## src/rtl/ps2_pkg.sv

```systemverilog
// Shared types and constants for the PS/2 host command sequencer.
// Imported by the top and the transmit shifter.
package ps2_pkg;

    typedef enum logic [2:0] {
        StIdle,
        StInhibit,
        StRts,
        StSend,
        StAck,
        StWaitResp,
        StDone
    } ps2_state_e;

    localparam logic [1:0] ERR_OK      = 2'b00;
    localparam logic [1:0] ERR_NOACK   = 2'b01;
    localparam logic [1:0] ERR_TIMEOUT = 2'b10;
    localparam logic [1:0] ERR_RETRY   = 2'b11;

    localparam logic [7:0] PS2_ACK    = 8'hFA;
    localparam logic [7:0] PS2_RESEND = 8'hFE;

    function automatic int unsigned max_of(input int unsigned a, input int unsigned b);
        return (a > b) ? a : b;
    endfunction

endpackage

```

## src/rtl/ps2_host_ctrl_if.sv

```systemverilog
// Command handshake and status bundle between a command source and the PS/2 host sequencer.
// master issues commands; slave is the sequencer.
interface ps2_host_ctrl_if;

    logic       cmd_valid;
    logic [7:0] cmd_byte;
    logic       cmd_ready;
    logic       busy;
    logic       cmd_done;
    logic       cmd_err;
    logic [1:0] err_code;

    modport master (
        output cmd_valid, cmd_byte,
        input  cmd_ready, busy, cmd_done, cmd_err, err_code
    );

    modport slave (
        input  cmd_valid, cmd_byte,
        output cmd_ready, busy, cmd_done, cmd_err, err_code
    );

endinterface

```

## src/rtl/ps2_tx_shift.sv

```systemverilog
// Host-to-device bit shifter: start bit on load, then data LSB first, odd parity and stop,
// one bit per device clock falling edge.
module ps2_tx_shift
    import ps2_pkg::*;
(
    input  logic       clk,
    input  logic       rst,
    input  logic       load,
    input  logic [7:0] data,
    input  logic       advance,
    input  logic       clear,
    output logic       d_oe,
    output logic       last_bit
);

    logic [9:0] seq_q;
    logic [3:0] idx_q;
    logic       d_oe_q;

    always_ff @(posedge clk or negedge rst) begin
        if (!rst) begin
            seq_q  <= '0;
            idx_q  <= '0;
            d_oe_q <= 1'b0;
        end else if (clear) begin
            idx_q  <= '0;
            d_oe_q <= 1'b0;
        end else if (load) begin
            // Line levels in send order: data[7:0], odd parity, stop (released high).
            seq_q  <= {1'b1, ~^data, data};
            idx_q  <= '0;
            d_oe_q <= 1'b1;
        end else if (advance && idx_q != 4'd10) begin
            d_oe_q <= ~seq_q[idx_q];
            idx_q  <= idx_q + 4'd1;
        end
    end

    assign d_oe = d_oe_q;
    // High while the next advance shifts out the stop bit.
    assign last_bit = (idx_q == 4'd9);

endmodule

```

## src/rtl/ps2_host_ctrl.sv

```systemverilog
// PS/2 host sequencer: sends one command byte with the full host-to-device protocol,
// waits for ACK/Resend from the receive path, retries and reports status.
module ps2_host_ctrl
    import ps2_pkg::*;
#(
    parameter int unsigned INHIBIT_CYC = 10000,
    parameter int unsigned RTS_CYC     = 20,
    parameter int unsigned QUIET_CYC   = 10000,
    parameter int unsigned TIMEOUT_CYC = 2000000,
    parameter int unsigned MAX_RETRY   = 3
) (
    input  logic           clk,
    input  logic           rst,
    ps2_host_ctrl_if.slave cmd,
    input  logic           fall_edge,
    input  logic           ps2_d_in,
    input  logic           rx_done,
    input  logic [7:0]     rx_data,
    output logic           ps2_c_oe,
    output logic           ps2_d_oe,
    output logic           tx_idle
);

    localparam int unsigned CntMax =
        max_of(max_of(INHIBIT_CYC, RTS_CYC), max_of(QUIET_CYC, TIMEOUT_CYC));
    localparam int unsigned CntW   = $clog2(CntMax) + 1;
    localparam int unsigned RetryW = $clog2(MAX_RETRY + 1);

    localparam logic [CntW-1:0]   InhLast  = CntW'(INHIBIT_CYC - 1);
    localparam logic [CntW-1:0]   RtsLast  = CntW'(RTS_CYC - 1);
    localparam logic [CntW-1:0]   ToLast   = CntW'(TIMEOUT_CYC - 1);
    localparam logic [CntW-1:0]   QuietMax = CntW'(QUIET_CYC);
    localparam logic [RetryW-1:0] RetryMax = RetryW'(MAX_RETRY);

    ps2_state_e        state_q;
    logic [CntW-1:0]   cnt_q;
    logic [CntW-1:0]   quiet_q;
    logic [RetryW-1:0] retry_q;
    logic [7:0]        byte_q;
    logic              c_oe_q, tx_idle_q, busy_q, done_q, err_q;
    logic [1:0]        code_q;

    logic       resp_ok, resp_rs, retry_ok, timeout, load, advance, last_bit;
    logic       fin;
    logic [1:0] fin_code;

    assign resp_ok  = (state_q == StWaitResp) && rx_done && (rx_data == PS2_ACK);
    assign resp_rs  = (state_q == StWaitResp) && rx_done && (rx_data == PS2_RESEND);
    assign retry_ok = resp_rs && (retry_q < RetryMax);
    // cnt_q doubles as the watchdog in the device-clocked states.
    assign timeout  = (state_q == StSend || state_q == StAck || state_q == StWaitResp) &&
                      !fall_edge && (cnt_q == ToLast);
    assign load     = (state_q == StInhibit) && (cnt_q == InhLast);
    assign advance  = (state_q == StSend) && fall_edge;

    always_comb begin
        fin      = 1'b0;
        fin_code = ERR_OK;
        if (resp_ok) begin
            fin = 1'b1;
        end else if (resp_rs) begin
            fin      = !retry_ok;
            fin_code = ERR_RETRY;
        end else if (state_q == StAck && fall_edge && ps2_d_in) begin
            fin      = 1'b1;
            fin_code = ERR_NOACK;
        end else if (timeout) begin
            fin      = 1'b1;
            fin_code = ERR_TIMEOUT;
        end
    end

    always_ff @(posedge clk or negedge rst) begin
        if (!rst) begin
            quiet_q <= '0;
        end else if (fall_edge) begin
            quiet_q <= '0;
        end else if (quiet_q != QuietMax) begin
            quiet_q <= quiet_q + CntW'(1);
        end
    end

    always_ff @(posedge clk or negedge rst) begin
        if (!rst) begin
            state_q   <= StIdle;
            cnt_q     <= '0;
            retry_q   <= '0;
            byte_q    <= '0;
            c_oe_q    <= 1'b0;
            tx_idle_q <= 1'b1;
            busy_q    <= 1'b0;
            done_q    <= 1'b0;
            err_q     <= 1'b0;
            code_q    <= ERR_OK;
        end else begin
            done_q <= 1'b0;
            err_q  <= 1'b0;
            cnt_q  <= cnt_q + CntW'(1);
            if (fin) begin
                state_q   <= StDone;
                c_oe_q    <= 1'b0;
                tx_idle_q <= 1'b1;
                done_q    <= 1'b1;
                err_q     <= (fin_code != ERR_OK);
                code_q    <= fin_code;
            end else begin
                unique case (state_q)
                    StIdle: begin
                        if (cmd.cmd_valid && cmd.cmd_ready) begin
                            byte_q    <= cmd.cmd_byte;
                            retry_q   <= '0;
                            state_q   <= StInhibit;
                            cnt_q     <= '0;
                            c_oe_q    <= 1'b1;
                            tx_idle_q <= 1'b0;
                            busy_q    <= 1'b1;
                        end
                    end
                    StInhibit: begin
                        if (cnt_q == InhLast) begin
                            state_q <= StRts;
                            cnt_q   <= '0;
                        end
                    end
                    StRts: begin
                        if (cnt_q == RtsLast) begin
                            state_q <= StSend;
                            cnt_q   <= '0;
                            c_oe_q  <= 1'b0;
                        end
                    end
                    StSend: begin
                        if (fall_edge) begin
                            cnt_q <= '0;
                            if (last_bit) state_q <= StAck;
                        end
                    end
                    StAck: begin
                        if (fall_edge) begin
                            state_q   <= StWaitResp;
                            cnt_q     <= '0;
                            tx_idle_q <= 1'b1;
                        end
                    end
                    StWaitResp: begin
                        if (retry_ok) begin
                            retry_q   <= retry_q + RetryW'(1);
                            state_q   <= StInhibit;
                            cnt_q     <= '0;
                            c_oe_q    <= 1'b1;
                            tx_idle_q <= 1'b0;
                        end else if (fall_edge) begin
                            cnt_q <= '0;
                        end
                    end
                    StDone: begin
                        state_q <= StIdle;
                        busy_q  <= 1'b0;
                    end
                    default: state_q <= StIdle;
                endcase
            end
        end
    end

    ps2_tx_shift u_shift (
        .clk      (clk),
        .rst      (rst),
        .load     (load),
        .data     (byte_q),
        .advance  (advance),
        .clear    (fin),
        .d_oe     (ps2_d_oe),
        .last_bit (last_bit)
    );

    assign ps2_c_oe      = c_oe_q;
    assign tx_idle       = tx_idle_q;
    assign cmd.cmd_ready = (state_q == StIdle) && (quiet_q == QuietMax);
    assign cmd.busy      = busy_q;
    assign cmd.cmd_done  = done_q;
    assign cmd.cmd_err   = err_q;
    assign cmd.err_code  = code_q;

endmodule

```

## src/flat_wrapper.sv

```systemverilog
// flat-port wrapper written by rule: the top's interface ports become plain ports
module ps2_host_ctrl_flat import ps2_pkg::*;
#(
    parameter int unsigned INHIBIT_CYC = 10000,
    parameter int unsigned RTS_CYC     = 20,
    parameter int unsigned QUIET_CYC   = 10000,
    parameter int unsigned TIMEOUT_CYC = 2000000,
    parameter int unsigned MAX_RETRY   = 3
)
  (clk, rst, fall_edge, ps2_d_in, rx_done, rx_data, ps2_c_oe, ps2_d_oe, tx_idle, cmd_cmd_valid, cmd_cmd_byte, cmd_cmd_ready, cmd_busy, cmd_cmd_done, cmd_cmd_err, cmd_err_code);
  ps2_host_ctrl_if cmd_i ();
  input  logic clk;
  input  logic rst;
  input  logic fall_edge;
  input  logic ps2_d_in;
  input  logic rx_done;
  input  logic [7:0] rx_data;
  output logic ps2_c_oe;
  output logic ps2_d_oe;
  output logic tx_idle;
  input wire logic [$bits(cmd_i.cmd_valid)-1:0] cmd_cmd_valid;
  input wire logic [$bits(cmd_i.cmd_byte)-1:0] cmd_cmd_byte;
  output wire logic [$bits(cmd_i.cmd_ready)-1:0] cmd_cmd_ready;
  output wire logic [$bits(cmd_i.busy)-1:0] cmd_busy;
  output wire logic [$bits(cmd_i.cmd_done)-1:0] cmd_cmd_done;
  output wire logic [$bits(cmd_i.cmd_err)-1:0] cmd_cmd_err;
  output wire logic [$bits(cmd_i.err_code)-1:0] cmd_err_code;
  assign cmd_i.cmd_valid = cmd_cmd_valid;
  assign cmd_i.cmd_byte = cmd_cmd_byte;
  assign cmd_cmd_ready = cmd_i.cmd_ready;
  assign cmd_busy = cmd_i.busy;
  assign cmd_cmd_done = cmd_i.cmd_done;
  assign cmd_cmd_err = cmd_i.cmd_err;
  assign cmd_err_code = cmd_i.err_code;
  ps2_host_ctrl #(.INHIBIT_CYC(INHIBIT_CYC), .RTS_CYC(RTS_CYC), .QUIET_CYC(QUIET_CYC), .TIMEOUT_CYC(TIMEOUT_CYC), .MAX_RETRY(MAX_RETRY)) u_core (.clk(clk), .rst(rst), .cmd(cmd_i), .fall_edge(fall_edge), .ps2_d_in(ps2_d_in), .rx_done(rx_done), .rx_data(rx_data), .ps2_c_oe(ps2_c_oe), .ps2_d_oe(ps2_d_oe), .tx_idle(tx_idle));
endmodule
```

## config.mk

```make
export PLATFORM = sky130hd
export DESIGN_NAME = ps2_host_ctrl_flat
export DESIGN_NICKNAME = d
export VERILOG_FILES = /design/src/rtl/ps2_pkg.sv /design/src/rtl/ps2_host_ctrl_if.sv /design/src/rtl/ps2_tx_shift.sv /design/src/rtl/ps2_host_ctrl.sv /design/src/flat_wrapper.sv
export SDC_FILE = /design/constraint.sdc
export NUM_CORES = 1
export LEC_CHECK = 0
export ABC_AREA = 1
export CAP_MARGIN = 20
export CORE_MARGIN = 5
export CORE_UTILIZATION = 60
export CTS_CLUSTER_SIZE = 16
export DETAILED_ROUTE_END_ITERATION = 10
export PLACE_DENSITY_LB_ADDON = 0.25
export SYNTH_ARGS = -nofsm -noshare
export SYNTH_HDL_FRONTEND = slang
export SYNTH_SLANG_ARGS = --single-unit
export TNS_END_PERCENT = 50
```

## constraint.sdc

```tcl
create_clock -name clk -period 2.7 [get_ports clk]
set_input_delay 0.81 -clock clk [delete_from_list [all_inputs] [get_ports clk]]
set_output_delay 0.81 -clock clk [all_outputs]
set_load 0.005 [all_outputs]
```

==> impl_summary.log, run 1 <==
INFO  metric outcome = complete, no violations
INFO  metric routed-via-count = between 3000 and 4000
INFO  metric antenna_cells = 0
INFO  metric grt_pass1_wl = 17000 um
INFO  metric cp_slowest_stage_delay = 0.39 ns
INFO  metric number_of_h_tree_branching_levels = 3
INFO  metric ctsHoldBuffers = 0
INFO  metric pre_cts_slack = 0.0551 ns
INFO  metric design.portCount = 31
INFO  metric fin_setup_tns = 0 ns
INFO  metric routed_wl = 9630 um
INFO  metric pwr-share-clk = 0.310
INFO  metric worstMarginPinSlew = between 0.4 and 0.5 ns
INFO  metric avgSynthCellArea = 7.47 um2
INFO  metric worst_path_maximum_fanout = 2
INFO  metric critical_path.slowest_cell = sky130_fd_sc_hd__dfrtp_1
INFO  metric drt_iter0_markers = roughly 160
INFO  metric mappedNetlistArea = 4380 um2
INFO  metric crit_chain = inv_1, ha_1, inv_1, nor2_1, nand2_1, nor2_1, nand3_2, nor2_1, dlygate4sd2_1
INFO  metric startpoint_type = flip-flop
INFO  metric worst_ep_arrival_time = roughly 1.7 ns
INFO  metric dp.final_hpwl = 7170 um
INFO  metric finish.net_count = 658
INFO  metric powerDensity = 676 nW/um2
INFO  metric core-area = 7180 um2
INFO  metric slew_headroom = 0.690
INFO  metric power_report.internal_total = 0.00231 W
INFO  metric rsz0062_at_grt = false
INFO  metric final_period_minus_worst_setup_slack = approximately 2.5 ns
INFO  metric die_width = 95.4 um
INFO  metric cts_tree = done
INFO  metric worstPathRequired = 1.89 ns
INFO  metric antenna_found_initial = 0
INFO  metric wire_per_inst = approximately 13 um
INFO  metric flow.area_growth_from_synthesis = 16.5%
INFO  metric layout.core_utilization = 0.711
INFO  metric p_comb_frac = 0.281
INFO  metric avgViaCountPerCell = 5.35
INFO  metric place.port_buffers = 30
INFO  metric synth.yosys.seq_area_share = 0.452
INFO  metric max-cap-violations = 0
INFO  metric vias_in_the_first_global_route = between 3000 and 4000
INFO  metric power.share.switching = 0.331
INFO  metric post_route_cells_drive_above_1_share = 0.0678
INFO  metric clk_pin_slew_worst_paths = 0.09 ns
INFO  metric syn_inst = 586
INFO  metric grt-ovfl-total = 0
INFO  metric dr.pass1.iters = 5
INFO  metric clock-root-buffer = sky130_fd_sc_hd__clkbuf_8
INFO  metric num-fill-cells = 575
INFO  metric maximum_number_of_pins_on_one_net_before_global_route_repair = 36
INFO  metric cts_buffer_depth = 2
INFO  metric finalWorstSetupSlack = 0.211 ns
INFO  metric net-switching-power = 0.00114 W
INFO  metric initial_utilization = 0.610
INFO  metric multi_input_comb_area = 2080 um2
INFO  metric finalHoldWorstSlack = a little over 0.4 ns
INFO  metric timing.final.crit_share = 0.922
INFO  metric fp-row-count = 31
INFO  metric worst-setup-path-type = flip-flop to primary output
INFO  metric timing.critical_path.max_delay_family = simple AND/OR/NAND/NOR gates
INFO  metric timing.critical_path.depth = 9
INFO  metric finalSetupViolations = 0
INFO  metric ys_seq_elements = 79
INFO  metric floorplan.die_area = 9110 um2
INFO  metric fin_worst_skew = 0.00851 ns
INFO  metric seqPwrFrac = 0.409
INFO  metric clock_sink_count = 79
INFO  metric worstSkewPairLatency = about 0.35 ns
INFO  metric final_gp_congestion = 0.941
INFO  metric syn_nets = ~620
INFO  metric drv_slew = 0
INFO  metric synth.lib_cells_used.distinct = 39
INFO  metric drcViolationCount = 0
INFO  metric crit_path_frequent_cell = sky130_fd_sc_hd__nor2_1
INFO  metric final-hold-violation-count = 0
INFO  metric seq_area = around 2000 um2
INFO  metric tritoncts.num_buffers = 9
INFO  metric hold_class = primary input to asynchronous set/reset pin
INFO  metric p_leak = 2.45 nW
INFO  metric global_route.usage.total = 0.237
INFO  metric ys_warn_count = 0
INFO  metric max_clock_freq = between 400 and 500 MHz
INFO  metric rr_worst_depth = 9
INFO  metric die_h = around 95 um
INFO  metric setup.worst_path.end_class = primary output
INFO  metric critical_path.n_buffers_inverters = 3
INFO  metric final_antenna_net_count = 0
INFO  metric irDropWorstVdd = 0.499 mV
-- Yosys cell counts --
cell type	instances	area share
sky130_fd_sc_hd__inv_2	2	0.0017
sky130_fd_sc_hd__nor3_2	1	0.0023
sky130_fd_sc_hd__buf_4	2	0.0034
sky130_fd_sc_hd__nor3b_1	1	0.0017
sky130_fd_sc_hd__or2_1	1	0.0014
sky130_fd_sc_hd__dfstp_2	1	0.0060
sky130_fd_sc_hd__and3_1	1	0.0014
sky130_fd_sc_hd__nand4_1	20	0.029
sky130_fd_sc_hd__o211ai_1	2	0.0034
sky130_fd_sc_hd__nor3_4	1	0.0037
sky130_fd_sc_hd__nor2_2	4	0.0057
sky130_fd_sc_hd__a2bb2oi_1	1	0.0020
sky130_fd_sc_hd__o21ai_1	2	0.0023
sky130_fd_sc_hd__buf_2	2	0.0023
sky130_fd_sc_hd__dfrtp_1	78	0.45
sky130_fd_sc_hd__o21ai_0	25	0.029
sky130_fd_sc_hd__a21oi_1	13	0.015
sky130_fd_sc_hd__nor4_1	3	0.0043
sky130_fd_sc_hd__xor2_1	15	0.030
sky130_fd_sc_hd__nor2_1	100	0.086
sky130_fd_sc_hd__and2_1	1	0.0014
sky130_fd_sc_hd__o21bai_1	2	0.0034
sky130_fd_sc_hd__nand3_2	2	0.0046
sky130_fd_sc_hd__nand3_1	31	0.035
sky130_fd_sc_hd__or2_2	3	0.0043
sky130_fd_sc_hd__inv_1	73	0.063
sky130_fd_sc_hd__clkbuf_1	4	0.0034
sky130_fd_sc_hd__a21oi_2	1	0.0020
sky130_fd_sc_hd__a211oi_1	1	0.0017
sky130_fd_sc_hd__nor3_1	11	0.013
sky130_fd_sc_hd__xnor2_1	13	0.026
sky130_fd_sc_hd__nand3b_1	1	0.0017
sky130_fd_sc_hd__o31ai_1	1	0.0017
sky130_fd_sc_hd__nand2_1	155	0.13
sky130_fd_sc_hd__nand4_2	1	0.0029
sky130_fd_sc_hd__o21a_1	1	0.0017
sky130_fd_sc_hd__o2111ai_1	2	0.0040
sky130_fd_sc_hd__o21bai_2	1	0.0026
sky130_fd_sc_hd__ha_1	7	0.020
-- stage by stage --
step           area (um2)  power (W)  cells
4_1_cts              5100    0.00347    733
3_5_place_dp         4850    0.00239    715
6_report             5100    0.00345    733
5_1_grt              5100    0.00368    733
3_3_place_gp         4850    0.00237    715
2_1_floorplan        4380    0.00204    586
-- power by group through the flow --
| stage | clock, W | sequential [W] | combinational [W] |
|---|---|---|---|
| floorplan | 0 | 0.00140 | 0.000642 |
| global placement | 0 | 0.00143 | 0.000945 |
| detailed placement | 0 | 0.00143 | 0.000958 |
| CTS | 0.00108 | 0.00141 | 0.000975 |
| global route | 0.00114 | 0.00143 | 0.00111 |
| finish | 0.00107 | 0.00141 | 0.000969 |
-- metal layers --
metal  vias up  routed length, um  GRT usage
li1       1953                  -          -
met1      1827               4100      0.296
met2       117               4780      0.395
met3        21                542     0.0521
met4         0                204      0.105
met5         -                  0          0
-- worst register-to-register path: stages, from the launching register on --
cell	delay [ns]
sky130_fd_sc_hd__dfrtp_1	0.38
sky130_fd_sc_hd__ha_1	0.25
sky130_fd_sc_hd__nand3_1	0.19
sky130_fd_sc_hd__nor2_1	0.24
sky130_fd_sc_hd__nand4_2	0.29
sky130_fd_sc_hd__inv_1	0.38
sky130_fd_sc_hd__a21oi_1	0.10
sky130_fd_sc_hd__nor2_1	0.12
sky130_fd_sc_hd__nand2_1	0.05
sky130_fd_sc_hd__o21ai_0	0.06
-- cells by family (layout without fill, tap and decap cells) --
logic type	Yosys count	in the layout	synth area share
flops	79	79	0.452
simple gates	337	337	0.331
compound gates	52	52	0.0683
xor+xnor	28	28	0.0560
buf+inv	83	131	0.0734
fa+ha+maj	7	7	0.0200
-- flip-flops by register name, summed over array words and instances (netlist names) --
signal	flops
u_core.quiet_q	22
u_core.ps2_c_oe	1
u_core.u_shift.seq_q	10
u_core.cnt_q	22
u_core.cmd.cmd_err	1
u_core.retry_q	2
u_core.tx_idle	1
u_core.state_q	3
u_core.byte_q	8
u_core.cmd.busy	1
u_core.u_shift.idx_q	4
u_core.cmd.err_code	2
u_core.u_shift.d_oe	1
u_core.cmd.cmd_done	1
-- final cells by class --
| type | count | share of cell area |
|---|---|---|
| multi-input combinational | 424 | 0.407 |
| sequential | 79 | 0.388 |
| timing repair buffer | 40 | 0.0777 |
| inverter | 75 | 0.0552 |
| clock buffer | 10 | 0.0250 |
| tap | 99 | 0.0243 |
| clock inverter | 6 | 0.0228 |
-- path summary, 6_finish.rpt --
| kind | startpoint | end | slack (ns) |
|---|---|---|---|
| max | u_core.quiet_q[0]$_DFFE_PN0P_ | cmd_cmd_ready | 0.21 |
| min | rst | u_core.quiet_q[18]$_DFFE_PN0P_ | 0.41 |
| min reg2reg | u_core.cnt_q[0]$_DFF_PN0_ | u_core.cnt_q[0]$_DFF_PN0_ | 0.47 |
| max in group asynchronous | rst | u_core.tx_idle$_DFFE_PN1P_ | 1.68 |
| min in group clk | u_core.cnt_q[0]$_DFF_PN0_ | u_core.cnt_q[0]$_DFF_PN0_ | 0.47 |
| max reg2reg | u_core.cnt_q[0]$_DFF_PN0_ | u_core.u_shift.d_oe$_DFFE_PN0P_ | 0.57 |
-- repair_timing --
action / in CTS / in global routing
setup endpoints to repair: 1 / 0
resized for setup: 1 / 0
buffers inserted: 2 / 0
-- cells in the final DEF, fill, tap and decap left out, types with 3 or more instances in the layout --
master	instances
sky130_fd_sc_hd__nand2_1	155
sky130_fd_sc_hd__nor2_1	100
sky130_fd_sc_hd__dfrtp_1	78
sky130_fd_sc_hd__inv_1	73
sky130_fd_sc_hd__nand3_1	31
sky130_fd_sc_hd__clkdlybuf4s50_1	28
sky130_fd_sc_hd__o21ai_0	25
sky130_fd_sc_hd__nand4_1	20
sky130_fd_sc_hd__xor2_1	15
sky130_fd_sc_hd__xnor2_1	13
sky130_fd_sc_hd__a21oi_1	13
sky130_fd_sc_hd__nor3_1	11
sky130_fd_sc_hd__clkbuf_8	9
sky130_fd_sc_hd__buf_4	9
sky130_fd_sc_hd__ha_1	7
sky130_fd_sc_hd__nor2_2	4
sky130_fd_sc_hd__nor4_1	3
sky130_fd_sc_hd__or2_2	3
sky130_fd_sc_hd__bufinv_16	3
No activity file was read; power rests on OpenSTA's default activity.
==> run 2: changes to the inputs <==
- DONT_BUFFER_PORTS: default -> 1
==> run 2 against run 1 <==
Effect of this change: via count shrank 5.1%; die area unchanged; sequential cell count unchanged; hold slack worse by 0.27 ns; sequential share of layout area grew 3.0 points; first-iteration DRC count grew 38%; worst setup slack better by 0.0066 ns; non-clock buffer count is 37 lower; clock skew increased by 0.0039 ns; largest cell class unchanged.
==> impl_summary.log, run 2 (same netlist as run 1, synthesis figures left out) <==
INFO  metric fp-row-count = 31 (unchanged)
INFO  metric placement_cell_area = 4490 um2 (-7.4%)
INFO  metric post_cts_resized = 0 (-1)
INFO  metric floorplan.die_area = 9110 um2 (unchanged)
INFO  metric pwr-share-clk = 0.335 (+0.025)
INFO  metric crit_chain = inv_1, ha_1, inv_1, nor2_1, nand2_1, nor2_1, nand3_2, nor2_1
INFO  metric grt_pass1_wl = 16500 um (-3.2%)
INFO  metric max-cap-violations = 0 (unchanged)
INFO  metric seqPwrFrac = 0.431 (+0.022)
INFO  metric rsz0062_at_grt = false
INFO  metric final_gp_congestion = 0.909 (-3.4%)
INFO  metric timing.reg2reg.setup_slack = 0.58 ns (about the same)
INFO  metric grt_most_used_layer = met2
INFO  metric timing.final.crit_share = 0.919 (-0.00243)
INFO  metric powerDensity = 699 nW/um2 (+3.4%)
INFO  metric die_width = 95.4 um (unchanged)
INFO  metric globalRouteMet1Util = 0.296 (about the same)
INFO  metric wire_per_inst = 13.4 um (+1.9%)
INFO  metric max_clock_freq = 403 MHz (+0.26%)
INFO  metric p_comb_frac = 0.234 (-0.047)
INFO  metric layout_commonest_cell = sky130_fd_sc_hd__nand2_1
INFO  metric start_point_of_the_critical_path = u_core.quiet_q[0]$_DFFE_PN0P_
INFO  metric layout_top_registers = u_core.cnt_q: 22 flops, u_core.quiet_q: 22 flops, u_core.u_shift.seq_q: 10 flops
INFO  metric vias_in_the_first_global_route = 3650 (-7.4%)
INFO  metric routed-via-count = 3719 (-5.1%)
INFO  metric cts_tree = done
INFO  metric dp.final_hpwl = 6750 um (-5.8%)
INFO  metric design.portCount = 31 (unchanged)
INFO  metric p_leak = 2.30 nW (-6.4%)
INFO  metric flow.area_growth_from_synthesis = 8.23%
INFO  metric fin_setup_tns = 0 ns (unchanged)
INFO  metric power.share.switching = 0.336 (+0.00507)
INFO  metric final-hold-violation-count = 0 (unchanged)
INFO  metric grt_use_met3 = 0.0616 (+0.00947)
INFO  metric final_cell_mix = sky130_fd_sc_hd__nand2_1, sky130_fd_sc_hd__nor2_1, sky130_fd_sc_hd__dfrtp_1
INFO  metric finalHoldWorstSlack = 0.133 ns (-0.274 ns)
INFO  metric timing.critical_path.max_delay_family = simple AND/OR/NAND/NOR gates
INFO  metric startpoint_type = flip-flop
INFO  metric drcViolationCount = 0 (unchanged)
INFO  metric num-fill-cells = 626 (+8.9%)
INFO  metric slew_headroom = 0.664 (-0.0264)
INFO  metric initial_utilization = 0.610 (unchanged)
INFO  metric drv_slew = 0 (unchanged)
INFO  metric worstSkewPairLatency = 0.36 ns (about the same)
INFO  metric grt-ovfl-total = 0 (unchanged)
INFO  metric die_h = 95.4 um (unchanged)
INFO  metric worstReg2RegStart = u_core.quiet_q[0]$_DFFE_PN0P_
INFO  metric critical_path.slowest_cell = sky130_fd_sc_hd__dfrtp_1
INFO  metric fin_worst_skew = 0.0125 ns (+0.00394 ns)
INFO  metric seq_area = 1980 um2 (unchanged)
INFO  metric clk_pin_slew_worst_paths = 0.09 ns (about the same)
INFO  metric post_route_cells_drive_above_1_share = 0.0603 (-0.00752)
INFO  metric worstPathRequired = 1.89 ns (about the same)
INFO  metric cts_buffer_depth = 2 (unchanged)
INFO  metric setup.worst_path.end_class = primary output
INFO  metric global_route.usage.total = 0.232 (-0.00469)
INFO  metric maximum_number_of_pins_on_one_net_before_global_route_repair = 80 (+120%)
INFO  metric clock_sink_count = 79 (unchanged)
INFO  metric power_report.internal_total = 0.00220 W (-4.7%)
INFO  metric drt_iter0_markers = 216 (+38%)
INFO  metric crit_path_frequent_cell = sky130_fd_sc_hd__nor2_1
INFO  metric clock-root-buffer = sky130_fd_sc_hd__clkbuf_8
INFO  metric antenna_cells = 0 (unchanged)
INFO  metric finish.net_count = 621 (-5.6%)
INFO  metric layout.core_utilization = 0.661 (-0.0507)
INFO  metric worst-setup-path-type = flip-flop to primary output
INFO  metric cts_setup_buffers = 0 (-2)
INFO  metric final_cell_area = 4740 um2 (-7.1%)
INFO  metric dr.pass1.iters = 5 (unchanged)
INFO  metric routed_wl = 9310 um (-3.3%)
INFO  metric tritoncts.num_buffers = 9 (unchanged)
INFO  metric place.port_buffers = 0 (-100%)
INFO  metric finalSetupViolations = 0 (unchanged)
INFO  metric critical_path.n_buffers_inverters = 2 (-1)
INFO  metric worstMarginPinSlew = 0.504 ns (+0.0425 ns)
INFO  metric outcome = complete, no violations
INFO  metric cp_slowest_stage_delay = 0.42 ns (+0.03 ns)
INFO  metric irDropWorstVdd = 0.494 mV (-1.1%)
INFO  metric hold_class = primary input to asynchronous set/reset pin
INFO  metric net-switching-power = 0.00111 W (-2.5%)
INFO  metric avgViaCountPerCell = 5.34 (about the same)
INFO  metric core-area = 7180 um2 (unchanged)
INFO  metric multi_input_comb_area = 2080 um2 (unchanged)
INFO  metric final_period_minus_worst_setup_slack = 2.48 ns (-0.00656 ns)
INFO  metric globalRouteMet2Util = 0.387 (-0.00875)
INFO  metric worst_path_maximum_fanout = 8 (+6)
INFO  metric ctsHoldBuffers = 0 (unchanged)
INFO  metric worst_ep_arrival_time = 1.67 ns (about the same)
INFO  metric antenna_found_initial = 0 (unchanged)
INFO  metric number_of_h_tree_branching_levels = 3 (unchanged)
INFO  metric final_antenna_net_count = 0 (unchanged)
INFO  metric p_total = 0.00331 W (-4.0%)
run 2: metal layers:
metal / wire (um) / part of all wire
met1: 4120 / 0.44
met2: 4450 / 0.48
met3: 535 / 0.057
met4: 199 / 0.021
met5: 0 / 0
run 2: layout make-up:
type,instances,area share
clock buffers,10,0.0290
clock inverters,6,0.0246
inverters,75,0.0594
multi-input cells,424,0.439
flip-flops and latches,79,0.417
well taps,99,0.0261
repair buffers,3,0.00475
run 2: worst register-to-register path: stages (launching register included):
cell and delay, ns:
sky130_fd_sc_hd__dfrtp_1 0.42, sky130_fd_sc_hd__inv_1 0.09, sky130_fd_sc_hd__ha_1 0.14, sky130_fd_sc_hd__inv_1 0.03, sky130_fd_sc_hd__nor2_1 0.07, sky130_fd_sc_hd__nand2_1 0.06
sky130_fd_sc_hd__nor2_1 0.11, sky130_fd_sc_hd__nand3_2 0.19, sky130_fd_sc_hd__o21bai_2 0.33, sky130_fd_sc_hd__nand3b_1 0.13, sky130_fd_sc_hd__nor2_2 0.09, sky130_fd_sc_hd__buf_4 0.26
sky130_fd_sc_hd__nor2_1 0.08
run 2: worst paths after layout:
check                                                  end  depth (start not counted)
worst max-delay path                         cmd_cmd_ready                          8
max in group asynchronous       u_core.tx_idle$_DFFE_PN1P_                          0
worst min register to register   u_core.cnt_q[0]$_DFF_PN0_                          1
min in group clk                 u_core.cnt_q[0]$_DFF_PN0_                          1
worst min-delay path             u_core.cnt_q[0]$_DFF_PN0_                          0
worst max register to register   u_core.cnt_q[6]$_DFF_PN0_                         12
run 2: metrics by stage:
step                std cells  setup WS (ns)
finish                    696          0.218
global route              696         0.0680
CTS                       696          0.195
detailed placement        680          0.473
global placement          680          0.576
floorplan                 586          0.676
run 2: power groups by stage:
stage                     Combinational (W)  Clock [W]  Sequential, W
after CTS                          0.000776    0.00113        0.00143
after detailed placement           0.000764          0        0.00145
final                              0.000776    0.00111        0.00143
after global routing               0.000885    0.00119        0.00144
after global placement             0.000746          0        0.00144
after floorplan                    0.000642          0        0.00140
